`src/rtl/otp_seq_ctrl.sv`:
```
// otp_seq_ctrl: OTP macro read/program sequencer behind a valid/ready request/response pair.
// Define OTP_SEQ_CTRL_PGM_VERIFY_EN to add a read-back verify after every program.
module otp_seq_ctrl #(
    parameter int OTP_ADDR_W = 14,
    parameter int OTP_DATA_W = 32,
    parameter int T_RST      = 2,
    parameter int T_SU       = 2,
    parameter int T_RD       = 4,
    parameter int T_PUMP     = 8,
    parameter int T_PGM      = 16,
    parameter int T_DIS      = 4
) (
    input  logic                  i_clk,
    input  logic                  i_rst,
    input  logic                  i_req_valid,
    output logic                  o_req_ready,
    input  logic                  i_req_write,
    input  logic [OTP_ADDR_W-1:0] i_req_addr,
    input  logic                  i_pgm_allow,
    output logic                  o_rsp_valid,
    input  logic                  i_rsp_ready,
    output logic [OTP_DATA_W-1:0] o_rsp_data,
    output logic                  o_rsp_err,
    output logic [OTP_ADDR_W-1:0] o_otp_addr,
    output logic                  o_otp_rstb,
    output logic                  o_otp_ceb,
    output logic                  o_otp_cle,
    output logic                  o_otp_cpumpen,
    output logic                  o_otp_pgmen,
    output logic                  o_otp_dle,
    output logic                  o_otp_din,
    output logic                  o_otp_readen,
    output logic                  o_otp_web,
    output logic                  o_otp_vddrdy,
    output logic                  o_otp_clken,
    input  logic [OTP_DATA_W-1:0] i_otp_dout
);
    typedef enum logic [3:0] {IDLE, RST, SETUP, READ, LATCH, PUMP, PGM, DISCH, RESP} state_t;

    state_t                  state_q, state_d;
    logic [15:0]             cnt_q, cnt_d;
    logic [OTP_ADDR_W-1:0]   addr_q, addr_d;
    logic [OTP_DATA_W-1:0]   data_q, data_d;
    logic                    write_q, write_d;
    logic                    err_q, err_d;
    logic                    live_q;
    logic                    done;

    assign done = cnt_q == 16'd0;

    always_comb begin
        state_d = state_q;
        cnt_d   = done ? 16'd0 : cnt_q - 16'd1;
        addr_d  = addr_q;
        data_d  = data_q;
        write_d = write_q;
        err_d   = err_q;
        unique case (state_q)
            IDLE: if (i_req_valid && o_req_ready) begin
                write_d = i_req_write;
                data_d  = '0;
                err_d   = i_req_write && !i_pgm_allow;
                state_d = (i_req_write && !i_pgm_allow) ? RESP : RST;
                addr_d  = (i_req_write && !i_pgm_allow) ? addr_q : i_req_addr;
            end
            RST:   if (done) state_d = write_q ? LATCH : SETUP;
            SETUP: if (done) state_d = READ;
            READ:  if (done) begin
                state_d = RESP;
                data_d  = write_q ? '0 : i_otp_dout;
                err_d   = write_q && !i_otp_dout[addr_q[4:0]];
            end
            LATCH: if (done) state_d = PUMP;
            PUMP:  if (done) state_d = PGM;
            PGM:   if (done) state_d = DISCH;
`ifdef OTP_SEQ_CTRL_PGM_VERIFY_EN
            DISCH: if (done) state_d = SETUP;
`else
            DISCH: if (done) state_d = RESP;
`endif
            RESP:  if (done && i_rsp_ready) state_d = IDLE;
            default: state_d = IDLE;
        endcase
        // RESP loads 1 so the response appears one cycle after entry
        if (state_d != state_q)
            cnt_d = state_d == RST   ? 16'(T_RST - 1)  :
                    state_d == SETUP ? 16'(T_SU - 1)   :
                    state_d == READ  ? 16'(T_RD - 1)   :
                    state_d == LATCH ? 16'd1           :
                    state_d == PUMP  ? 16'(T_PUMP - 1) :
                    state_d == PGM   ? 16'(T_PGM - 1)  :
                    state_d == DISCH ? 16'(T_DIS - 1)  :
                    state_d == RESP  ? 16'd1           : 16'd0;
    end

    always_ff @(posedge i_clk or posedge i_rst) begin
        if (i_rst) begin
            state_q <= IDLE;
            cnt_q   <= 16'd0;
            addr_q  <= '0;
            data_q  <= '0;
            write_q <= 1'b0;
            err_q   <= 1'b0;
            live_q  <= 1'b0;
        end else begin
            state_q <= state_d;
            cnt_q   <= cnt_d;
            addr_q  <= addr_d;
            data_q  <= data_d;
            write_q <= write_d;
            err_q   <= err_d;
            live_q  <= 1'b1;
        end
    end

    assign o_req_ready   = live_q && state_q == IDLE;
    assign o_rsp_valid   = state_q == RESP && done;
    assign o_rsp_data    = data_q;
    assign o_rsp_err     = err_q;
    assign o_otp_addr    = addr_q;
    assign o_otp_rstb    = live_q && state_q != RST;
    assign o_otp_ceb     = !(state_q inside {SETUP, READ, LATCH, PUMP, PGM, DISCH});
    assign o_otp_cle     = 1'b0;
    assign o_otp_cpumpen = state_q inside {PUMP, PGM};
    assign o_otp_pgmen   = state_q inside {PUMP, PGM};
    assign o_otp_dle     = state_q == LATCH && !done;
    assign o_otp_din     = state_q == LATCH && !done;
    assign o_otp_readen  = state_q == READ;
    assign o_otp_web     = !(o_otp_dle || state_q == PGM);
    assign o_otp_vddrdy  = 1'b0;
    assign o_otp_clken   = live_q;
endmodule

```
`config.mk`:
```
export PLATFORM = sky130hd
export DESIGN_NAME = otp_seq_ctrl
export DESIGN_NICKNAME = d
export VERILOG_FILES = /design/src/rtl/otp_seq_ctrl.sv
export SDC_FILE = /design/constraint.sdc
export NUM_CORES = 1
export LEC_CHECK = 0
export CORE_UTILIZATION = 50
export DETAILED_ROUTE_END_ITERATION = 12
export PLACE_DENSITY = 0.87
export RECOVER_POWER = 50
export SLEW_MARGIN = 20
export SYNTH_ARGS = -nofsm -noshare
export SYNTH_HDL_FRONTEND = slang
export SYNTH_SLANG_ARGS = --single-unit
```
`constraint.sdc`:
```
create_clock -name i_clk -period 3.8 [get_ports i_clk]
set_input_delay 0.76 -clock i_clk [delete_from_list [all_inputs] [get_ports i_clk]]
set_output_delay 0.76 -clock i_clk [all_outputs]
set_load 0.1 [all_outputs]
```
### Word level (Yosys, flattened, before mapping)

Index checks and enable logic that the tools add are counted.

| operators by class | value |
|---|---|
| $add $sub $neg | 1 |
| $mul | 0 |
| divide/modulo/power cells | 0 |
| magnitude comparators | 1 |
| eq/ne operators | 20 |
| shift-type cells | 0 |
| multiplexer cells | 30 |
| bitwise gates (word level) | 1 |
| reductions and logical operators | 23 |

Operator list:

| cell | number |
|---|---|
| $mux W32 | 3 |
| $pmux W32 S2 | 1 |
| $mux W4 | 15 |
| $eq A4 B3 Y1 const B | 8 |
| $mux W16 | 2 |
| $pmux W4 S8 | 1 |
| $eq A4 B2 Y1 const B | 4 |
| $logic_not A16 Y1 | 1 |
| $sub A16 B1 Y16 const B | 1 |
| $eq A4 B1 Y1 const B | 2 |
| $eq A4 B4 Y1 const B | 2 |
| $logic_and A1 B1 Y1 | 8 |
| $lt A5 B6 Y1 const B | 1 |
| $reduce_and A3 Y1 | 2 |
| $reduce_bool A6 Y1 | 1 |
| $bmux W1 S5 | 1 |
| $logic_not A1 Y1 | 5 |
| $logic_not A4 Y1 | 1 |
| $mux W1 | 4 |
| $ne A4 B1 Y1 const B | 1 |
| $ne A4 B4 Y1 | 1 |
| $reduce_bool A2 Y1 | 2 |
| $mux W3 | 1 |
| $mux W2 | 1 |
| other kinds (7) | 7 |

| word-level totals | value |
|---|---|
| register bits | 69 |
| latch bits | 0 |
| RAM bits | 0 |
| ROM bits | 0 |
| output and inout bits | 60 |
| memories | 0 |

### Logic depth before layout (Yosys ltp)

Gate-level depths: netlist of run 1.

| logic depth | value |
|---|---|
| word-level depth | 15 |
| mapped depth | 8 |
| depth with buffers taken out | 7 |

### Worst setup path after synthesis of run 1

OpenSTA, ideal clock, no wires.

| path | value |
|---|---|
| kind | reg-to-output |
| from | reg cnt_q[0] |
| to | out o_otp_dle |
| arrival time | 4.550 ns |
| data required time | 3.040 ns |
| path slack | -1.510 ns |
| stages on the path, launching flop included | 7 |
| path buffers | 1 |
| cell sequence | dfrtp_1 > inv_1 > ha_1 > nand4_1 > nor2_2 > nor4_1 > buf_4 |

| between the ends | value |
|---|---|
| cells in the longest elaborated chain, start to end | 3 |

Ends and longest elaborated chain:

| what | RTL line | text |
|---|---|---|
| from (decl) | 41 | `logic [15:0] cnt_q, cnt_d;` |
| from (signal assigned) | 107 | `cnt_q <= cnt_d;` |
| $logic_not A16 Y1 | 49 | `assign done = cnt_q == 16'd0;` |
| $logic_not A1 Y1 | n/a |  |
| $logic_and A1 B1 Y1 | n/a |  |
| to (decl) | 30 | `output logic o_otp_dle,` |

No other way between the ends.

### Worst setup path after layout of run 1

| path | value |
|---|---|
| from | reg cnt_q[6] |
| to | out o_rsp_valid |

| between the ends | value |
|---|---|
| cells in the longest elaborated chain, start to end | 2 |

Ends and longest elaborated chain:

| what | RTL line | text |
|---|---|---|
| $logic_not A16 Y1 | 49 |  |
| $logic_and A1 B1 Y1 | 117 | `assign o_rsp_valid = state_q == RESP && done;` |
| to (decl) | 20 | `output logic o_rsp_valid,` |

No other way between the ends.

==> results of run 1 <==
cells by family (layout without fill, tap and decap cells):
group,count (synthesis),in the layout,share of synthesized area [%]
simple gates,133,133,18.4
flops,69,69,50.7
compound gates,65,65,12.1
buf+inv,27,136,3.67
mux,26,26,11.5
xor+xnor,12,12,3.09
other cells,2,3,0.221
fa+ha+maj,1,1,0.367
routing by layer:
layer  global-route usage (%)  up-vias  part of all wire (%)
li1                         -     1383                     -
met5                        0        -                     0
met1                     33.6     1396                    41
met2                     41.2      121                    50
met3                     9.93       14                   8.1
met4                     11.2        0                   1.7
cell usage in the layout, fill, tap and decap left out, drive strengths merged, types with 10 or more instances in the layout:
cell type,instances
nor3,12
nor2,19
buf,14
nand2,76
clkdlybuf4s50,96
mux2,15
xnor2,10
dfrtp,69
o21ai,37
clkbuf,16
layout make-up:
cell class / instances / area, sq um / area share, %
clock inverter: 4 / 70.1 / 1.48
multi-input combinational: 240 / 1570 / 33.2
tap: 77 / 96.3 / 2.04
timing repair buffer: 115 / 1090 / 23.1
sequential: 69 / 1730 / 36.5
inverter: 5 / 18.8 / 0.397
clock buffer: 12 / 155 / 3.28
worst register-to-register path: stages (launching register included):
cell,delay (ps)
sky130_fd_sc_hd__dfrtp_1,600
sky130_fd_sc_hd__nor4_1,170
sky130_fd_sc_hd__nand3_1,190
sky130_fd_sc_hd__or2_0,1000
sky130_fd_sc_hd__o311ai_4,300
sky130_fd_sc_hd__o21ai_0,260
sky130_fd_sc_hd__o21ai_1,80
how the worst min path moves through the flow:
stage / start / to / slack, ps / depth (start not counted)
floorplan: cnt_q[15] / cnt_q[15] / 520 / 2
global placement: o_rsp_data[16] / o_rsp_data[16] / 460 / 2
detailed placement: o_rsp_data[16] / o_rsp_data[16] / 470 / 2
CTS: o_rsp_data[15] / o_rsp_data[15] / 490 / 2
global route: o_rsp_data[28] / o_rsp_data[28] / 520 / 2
finish: o_rsp_data[15] / o_rsp_data[15] / 490 / 2
power groups by stage:
stage / Clock [mW] / Sequential (mW) / Combinational [mW]
after global routing: 0.719 / 1.23 / 2.39
after floorplan: 0 / 1.95 / 1.01
final: 0.676 / 1.19 / 2.28
after global placement: 0 / 1.19 / 2.26
after CTS: 0.682 / 1.20 / 2.30
after detailed placement: 0 / 1.21 / 2.29
stage by stage:
step	total power [mW]	util [%]	setup TNS (ps)
floorplan	2.96	-	-201
global placement	3.45	70.2	0
detailed placement	3.50	70.2	0
CTS	4.18	73.7	0
global route	4.33	73.2	0
finish	4.15	73.2	0
registers in the layout, summed over array words and instances, names as in the netlist:
register	flops
cnt_q	16
o_otp_addr	14
o_otp_clken	1
o_rsp_data	32
o_rsp_err	1
state_q	4
write_q	1
==> flow_metrics.py, run 1 <==
metrics = {
    "yosys": {
        "cell_taking_the_most_area_after_synthesis": "sky130_fd_sc_hd__dfrtp_1",
        "asyncSetResetFlopFracSynth_pct": 100,
        "synthDominantCellAreaShare_pct": 50.7,
        "synth_seq_area_share_pct": 50.7,
        "dominantRegCellSynth": "sky130_fd_sc_hd__dfrtp_1",
        "synth.most_common_cell": "sky130_fd_sc_hd__nand2_1",
        "synth-seq-cells": 69,
        "synth.top_cells.by_area": "sky130_fd_sc_hd__dfrtp_1 51%, sky130_fd_sc_hd__nand2_1 8.3%, sky130_fd_sc_hd__mux4_2 6.0%, sky130_fd_sc_hd__mux2_2 5.0%, sky130_fd_sc_hd__o21ai_1 4.3%",
        "syn_area_per_cell_sq_um": 10.2,
        "synth-warning-count": 0,
        "synth_edf_count": 0,
        "mappedNetlistArea_sq_mm": 0.00341,
        "synth.lib_cells_used.distinct": 54,
        "synthCells": 335,
        "synth.top_cells.by_count": "75 x sky130_fd_sc_hd__nand2_1, 69 x sky130_fd_sc_hd__dfrtp_1, 29 x sky130_fd_sc_hd__o21ai_1, 17 x sky130_fd_sc_hd__nor2_1, 15 x sky130_fd_sc_hd__mux2_2",
    },
    "worst_setup_path": {
        "cp_slowest_cell": "sky130_fd_sc_hd__dfrtp_1",
        "worstSetupPathDepth": 6,
        "r2r_start": "state_q[0]",
        "crit_top_cell": "sky130_fd_sc_hd__buf_4",
        "reg2reg_to": "cnt_q[1]",
        "critical_path_peak_fanout": 9,
        "crit_path_end_kind": "output pin",
        "crit_path_end": "o_rsp_valid",
        "cp_data_arrival_time_ps": 2460,
        "cp-startpoint": "cnt_q[6]",
        "ff2ff_path_depth": 6,
        "crit_required_ps": 3040,
        "cp_num_buf_inv": 2,
        "ff2ff_setup_slack_ps": 1070,
        "type_of_the_setup_path_with_the_least_slack": "flop to output pin",
        "startpoint_type": "flop",
        "crit_family": "simple AND/OR/NAND/NOR gates",
        "crit_chain": "nor4_1 -> nand4_1 -> nor2_2 -> buf_4 -> and3_1 -> buf_4",
        "cp_slowest_stage_delay_ps": 450,
    },
    "timing": {
        "setup_viol_count_final": 0,
        "post-route-period-util_pct": 84.7,
        "period_needed_ps": 3220,
        "timing.hold.ws_ps": 486,
        "tightestPinTransition_ps": 1530,
        "max-slew-margin-rel_pct": -1.92,
        "achievable-frequency_mhz": 311,
        "clock_skew_ps": 14.1,
        "final_hold_viol_count": 0,
        "setup_repair_after_global_routing_missed_its_margin": "false",
        "report.final.slew_viol_count": 41,
        "final.setup.worst_slack_ps": 582,
    },
    "min_path": {
        "worstHoldPathType": "flop to flop",
    },
    "power_and_ir_drop": {
        "clock_power_share_pct": 16.3,
        "p_sw_mw": 2.12,
        "power.internal_mw": 2.03,
        "total_leakage_power_nw": 1.96,
        "share_seq_of_total_power_pct": 28.8,
        "power.density_mw_per_mm2": 877,
        "ir_worst_vdd_uv": 813,
        "pwr-share-comb_pct": 54.9,
        "power.switching_fraction_pct": 51.1,
    },
    "clock_network": {
        "cts.sink_count": 69,
        "ctsLongestPathBuffers": 2,
        "h_tree_depth": 3,
        "clk_root_buffer_cell": "sky130_fd_sc_hd__clkbuf_8",
        "path_clk_slew_ps": 80,
        "post_cts_resized": 0,
        "holdBufCountCts": 0,
        "clock_latency_reported_for_the_late_side_of_the_worst_skew_pair_ps": 340,
        "cts_setup_buffers": 0,
        "cts_tree": "built",
        "cts_buffers": 9,
    },
    "grt": {
        "initial_antenna_violation_count": 0,
        "grt.overflow.total": 0,
        "grt_max_degree": 41,
        "global_route.usage.total_pct": 26.5,
        "grt_first_pass_wirelength_um": 14400,
        "grt_pass1_vias": 2910,
    },
    "die": {
        "num_rows": 29,
        "top_level_ports": 112,
        "design.die.area_sq_mm": 0.00715,
        "floorplan.die.width_um": 84.5,
        "start_util_pct": 52.7,
        "die_h_um": 84.5,
        "core_sq_mm": 0.00646,
    },
    "final_layout": {
        "fin_nets": 493,
        "final_area_sq_mm": 0.00473,
        "stdcell_count": 522,
        "insertedDiodeCount": 0,
        "filler_cell_count": 482,
        "drive_gt1_share_pct": 15.1,
        "area_growth_syn_to_layout_pct": 38.9,
    },
    "routing": {
        "route.detailed.wl_per_inst_um": 17.0,
        "antenna_violating_nets_post_route": 0,
        "detail_route.drc_violations": 4,
        "routed_wl_um": 8900,
        "detail_route.vias_per_cell": 5.58,
        "drt_iter0_markers": 153,
        "vias": 2914,
        "firstDrtPassIters": 9,
    },
    "outcome": {
        "failed_checks": "DRC, capacitance limit, slew limit",
        "status": "finished with violations",
    },
    "place": {
        "dpl.cell_count": 506,
        "numPortBuffers": 109,
        "dpl-instance-area_sq_mm": 0.00453,
        "setup_slack_after_placement_ps": 1010,
        "globalplace.congestion": 0.911,
        "post-dp-hpwl_um": 6560,
    },
    "flow_run": {
        "drv.max_cap_violation_count": 1,
    },
}
(Power assumes the default switching activity.)
==> run 2, diff against run 1 <==
CORE_UTILIZATION = 46   (was 50)
PLACE_DENSITY = 0.81   (was 0.87)
clock period = 3.25 ns   (was 3.8 ns; I/O delays follow)
==> run 2 against run 1 <==
Net effect:
- the flow now finishes without violations
- clock-buffer cell count shrank 3
- register-to-register slack worse by 280 ps
- power grew 12%
- non-clock buffer count did not move
- flip-flop and latch count unchanged
- critical endpoint is now o_otp_web
- largest cell class unchanged
- highest routed layer unchanged
==> flow_metrics.py, run 2 (synthesis gave the netlist of run 1 again) <==
metrics = {
    "clock_network": {
        "path_clk_slew_ps": 80,
        "h_tree_depth": 3,
        "ctsLongestPathBuffers": 2,
        "clock_latency_reported_for_the_late_side_of_the_worst_skew_pair_ps": 340,
        "clk_root_buffer_cell": "sky130_fd_sc_hd__clkbuf_8",
        "post_cts_resized": 0,
        "cts_tree": "built",
        "cts.sink_count": 69,
        "cts_setup_buffers": 0,
        "cts_buffers": 9,
        "holdBufCountCts": 0,
    },
    "timing": {
        "setup_repair_after_global_routing_missed_its_margin": "false",
        "report.final.slew_viol_count": 0,
        "clock_skew_ps": 13.4,
        "final_hold_viol_count": 0,
        "setup_viol_count_final": 0,
        "max-slew-margin-rel_pct": 19.1,
        "post-route-period-util_pct": 88.7,
        "tightestPinTransition_ps": 1220,
        "achievable-frequency_mhz": 347,
        "period_needed_ps": 2880,
    },
    "grt": {
        "grt_first_pass_wirelength_um": 14000,
        "grt_pass1_vias": 2901,
        "initial_antenna_violation_count": 0,
        "grt_max_degree": 45,
        "global_route.usage.total_pct": 24.3,
        "grt.overflow.total": 0,
    },
    "final_layout": {
        "insertedDiodeCount": 0,
        "finish.utilization_pct": 63.1,
        "drive_gt1_share_pct": 21.1,
        "area_occupied_by_multi_input_gates_sq_mm": 0.00160,
        "mostFrequentLayoutCell": "sky130_fd_sc_hd__nand2_1",
        "final_area_sq_mm": 0.00455,
        "area_growth_syn_to_layout_pct": 33.6,
        "sequential_cell_area_sq_mm": 0.00173,
        "largest_register_ff_count": 32,
        "fin_nets": 493,
        "highest_count_cells_in_the_layout_ignoring_fill_and_taps": "75 x sky130_fd_sc_hd__nand2_1, 69 x sky130_fd_sc_hd__dfrtp_1, 50 x sky130_fd_sc_hd__clkdlybuf4s50_1",
        "filler_cell_count": 623,
    },
    "worst_setup_path": {
        "type_of_the_setup_path_with_the_least_slack": "flop to output pin",
        "crit_path_end_kind": "output pin",
        "critical_path_peak_fanout": 7,
        "startpoint_type": "flop",
        "cp_data_arrival_time_ps": 2230,
        "crit_required_ps": 2600,
    },
    "power_and_ir_drop": {
        "share_seq_of_total_power_pct": 30.2,
        "clock_power_share_pct": 14.9,
        "power.internal_mw": 2.16,
        "power.density_mw_per_mm2": 1020,
        "total_leakage_power_nw": 1.93,
        "ir_worst_vdd_uv": 872,
        "pwr-share-comb_pct": 54.9,
        "p_sw_mw": 2.50,
        "power.switching_fraction_pct": 53.7,
    },
    "flow_run": {
        "drv.max_cap_violation_count": 0,
    },
    "die": {
        "start_util_pct": 47.2,
        "num_rows": 31,
        "die_h_um": 88.0,
        "top_level_ports": 112,
        "design.die.area_sq_mm": 0.00775,
        "floorplan.die.width_um": 88.0,
        "core_sq_mm": 0.00721,
    },
    "routing": {
        "route.detailed.wl_per_inst_um": 16.1,
        "antenna_violating_nets_post_route": 0,
        "drt_iter0_markers": 152,
        "detail_route.drc_violations": 0,
        "firstDrtPassIters": 4,
        "detail_route.vias_per_cell": 5.28,
        "vias": 2875,
        "routed_wl_um": 8740,
    },
    "place": {
        "dpl-instance-area_sq_mm": 0.00448,
        "globalplace.congestion": 0.868,
        "numPortBuffers": 109,
        "post-dp-hpwl_um": 6440,
    },
    "outcome": {
        "status": "finished, final reports clean",
    },
    "min_path": {
        "worstHoldPathType": "flop to flop",
    },
}
[run 2: changes by cell type in the layout (fill, tap and decap cells not counted), moves of 2 or more]
cell,before,now
sky130_fd_sc_hd__clkdlybuf4s50_1,96,50
sky130_fd_sc_hd__clkbuf_1,5,28
sky130_fd_sc_hd__buf_4,14,34
sky130_fd_sc_hd__clkbuf_8,11,9
sky130_fd_sc_hd__clkinv_2,2,4
[run 2: per-stage QoR]
step / power, mW / cells / TNS (ps) / setup slack, ps / hold WS (ps)
floorplan: 3.47 / 336 / -49.9 / -49.9 / 517
global placement: 4.00 / 528 / 0 / 594 / 469
finish: 4.66 / 544 / 0 / 369 / 492
global route: 4.88 / 544 / 0 / 176 / 506
CTS: 4.74 / 544 / 0 / 391 / 497
detailed placement: 4.05 / 528 / 0 / 535 / 480
[run 2: worst paths after layout]
path	slack, ps	depth (start not counted)	endpoint	start
max in group asynchronous	640	3	cnt_q[8]	i_rst
min in group asynchronous	1040	2	o_rsp_data[1]	i_rst
setup reg to reg	790	5	o_rsp_data[17]	state_q[0]
hold reg to reg	490	2	o_rsp_data[10]	o_rsp_data[10]
hold / removal	490	2	o_rsp_data[10]	o_rsp_data[10]
setup / recovery	370	5	o_otp_web	cnt_q[13]
[run 2: worst max-delay path, stage by stage (launching register included)]
cell and delay, ps:
sky130_fd_sc_hd__dfrtp_1 440, sky130_fd_sc_hd__nor3_1 350, sky130_fd_sc_hd__and2_0 400, sky130_fd_sc_hd__nand2_2 210
sky130_fd_sc_hd__o21ai_1 170, sky130_fd_sc_hd__buf_4 310
[run 2: power groups by stage]
stage	Clock (mW)	Sequential (mW)	Combinational, mW
after global placement	0	1.40	2.60
final	0.693	1.41	2.56
after floorplan	0	2.28	1.19
after global routing	0.742	1.45	2.69
after detailed placement	0	1.42	2.63
after CTS	0.700	1.41	2.63
[run 2: layout make-up]
| class | count | area share (%) |
|---|---|---|
| Clock buffer | 9 | 2.72 |
| Clock inverter | 7 | 1.46 |
| Inverter | 5 | 0.412 |
| Multi-Input combinational cell | 240 | 35.1 |
| Sequential cell | 69 | 37.9 |
| Tap cell | 99 | 2.72 |
| Timing Repair Buffer | 115 | 19.7 |
[run 2: layer usage]
metal,vias up,GRT usage [%],share of wire (%)
met4,0,10.3,1.9
met3,13,7.35,6.9
li1,1368,-,-
met2,100,40.1,51
met5,-,0,0
met1,1394,29.8,40
==> edit, RTL diff (flow settings as in run 2) <==
Add a define of `OTP_SEQ_CTRL_PGM_VERIFY_EN`.
--- a/src/rtl/otp_seq_ctrl.sv
+++ b/src/rtl/otp_seq_ctrl.sv
@@ -1,5 +1,7 @@
 // otp_seq_ctrl: OTP macro read/program sequencer behind a valid/ready request/response pair.
 // Define OTP_SEQ_CTRL_PGM_VERIFY_EN to add a read-back verify after every program.
+`define OTP_SEQ_CTRL_PGM_VERIFY_EN
+
 module otp_seq_ctrl #(
     parameter int OTP_ADDR_W = 14,
     parameter int OTP_DATA_W = 32,
Formal check against the unedited RTL: no difference found for any inputs over 10 cycles, from zero or initial values and one cycle with i_rst high; that may be too few to reach the edited logic, so the function may still have changed.
==> edit against run 2 <==
Combinational power grew 7%. Core utilization increased by 0.84 points. Power is 8.9% higher. Routed wire length decreased by 4.1%. Clock skew shrank 0.0020 ns. First-iteration DRC count shrank 20%. Final area rose by 1.9%. Sequential cell count is the same. Area after synthesis rose by 1.7%. Sequential share of layout area fell by 0.70 points. Setup slack got worse by 0.079 ns. Count of clock-buffer cells in the layout did not move. Sequential power grew 6%.
==> edit: results (changes against run 2) <==
r2r worst-path depth: 9 (+4)
mux contribution to synthesized area: 11.0% (-0.48 points)
# fillers: 612 (-1.8%)
HP Start: o_rsp_data[31]$_DFFE_PP0P_
largest net degree at the start of global routing: 43 (-4.4%)
Slew @ Worst Pin: 1.23 ns (+0.00733 ns)
final wirelength: 8380 um (-4.1%)
hpwl dp: 6150 um (-4.5%)
CTS root buffer: clkbuf_8
reg2reg start: cnt_q[0]$_DFF_PP0_
Clock Skews: 0.0114 ns (-0.00195 ns)
Cells after Synth: 316 (-5.7%)
hold path endpoint: o_rsp_data[31]$_DFFE_PP0P_
register area share after synthesis: 49.9% (-0.82 points)
XOR/XNOR share of the synthesized area: 2.78% (-0.30 points)
largest cells by area after synthesis: dfrtp_1, mux4_2, nand2_1, mux2_2, o21ai_1
layout cells sized above 1: 22.9% (+1.8 points)
DR WL/cell: 15.9 um (-0.99%)
Worst VDD drop: 959 uV (+10%)
CP arrival: 2.31 ns (+0.08 ns)
routed vias/inst: 5.34 (+1.1%)
Post-Synth Adder-Cell Area: 0.361% (-0.0060 points)
Post-synth top cells: dfrtp_1, nand2_1, nor2_1, o21ai_1, mux2_2
Finish-stage setup viols: 0 (unchanged)
Layout Nets: 476 (-3.4%)
R2R Setup Slk: 0.75 ns (-0.04 ns)
Worst R2R End: o_rsp_data[23]$_DFFE_PP0P_
Crit Path Max Fanout: 6 (-1)
setup bufs post-CTS: 0 (unchanged)
first-pass GRT wire length: 13500 um (-4.0%)
Synth cell types: 54 (unchanged)
placed cells: 511 (-3.2%)
All-Layer GR Usage: 23.0% (-1.3 points)
run status: complete, no violations
number of global-route vias before repair: 2745 (-5.4%)
DRT iter0 DRCs: 122 (-20%)
Clock Latency Late Sink: 0.34 ns (about the same)
Lkg Pwr: 1.99 nW (+3.4%)
post-synthesis compound-gate area fraction: 12.0% (-0.015 points)
Yosys warning count: 0 (unchanged)
routability cong.: 0.802 (-7.6%)
-- edit: cell count changes in the layout (fill, tap and decap cells not counted), sizes merged, moves of 3 or more --
cell	run 2	this run
a211oi	3	0
a21oi	7	10
a22o	0	11
and2	3	0
nand2	76	55
nand3	2	8
nor2	19	27
o21ai	37	27
-- edit: worst max-delay path, cell delays in order, from the launching register on --
cell      delay [ns]
dfrtp_1         0.40
inv_1           0.10
ha_1            0.20
nor3b_4         0.35
nand3b_4        0.16
or3_1           0.38
o21ai_2         0.18
buf_12          0.20
-- edit: area by class of cell --
| cell class | instances | area (um^2) | share of cell area [%] |
|---|---|---|---|
| clock inverter | 7 | 124 | 2.67 |
| inverter | 5 | 18.8 | 0.405 |
| timing repair buffer | 113 | 885 | 19.1 |
| sequential | 69 | 1730 | 37.2 |
| tap | 99 | 124 | 2.67 |
| clock buffer | 9 | 124 | 2.67 |
| multi-input combinational | 225 | 1630 | 35.2 |
-- edit: per-layer routing --
layer  vias to the layer above  global-route usage (%)  wire length [um]
li1                       1329                       -                 -
met1                      1360                    29.0              3440
met5                         -                       0                 0
met2                        99                    37.1              4170
met3                        27                    5.88               512
met4                         0                    11.0               257
-- edit: stage by stage --
step,total power [mW],utilization (%),hold WS (ns),worst slack (ns),instance area (um^2)
after floorplan,3.73,-,0.529,-0.0233,3480
after global placement,4.27,62.1,0.469,0.756,4500
after detailed placement,4.33,62.1,0.477,0.664,4500
after CTS,5.19,65.5,0.494,0.288,4750
after global routing,5.33,63.9,0.520,0.189,4640
final,5.07,63.9,0.489,0.289,4640
-- edit: where the power goes --
group | internal, mW | switching, mW
Combinational | 0.767 | 1.97
Sequential | 1.11 | 0.380
Clock | 0.513 | 0.334
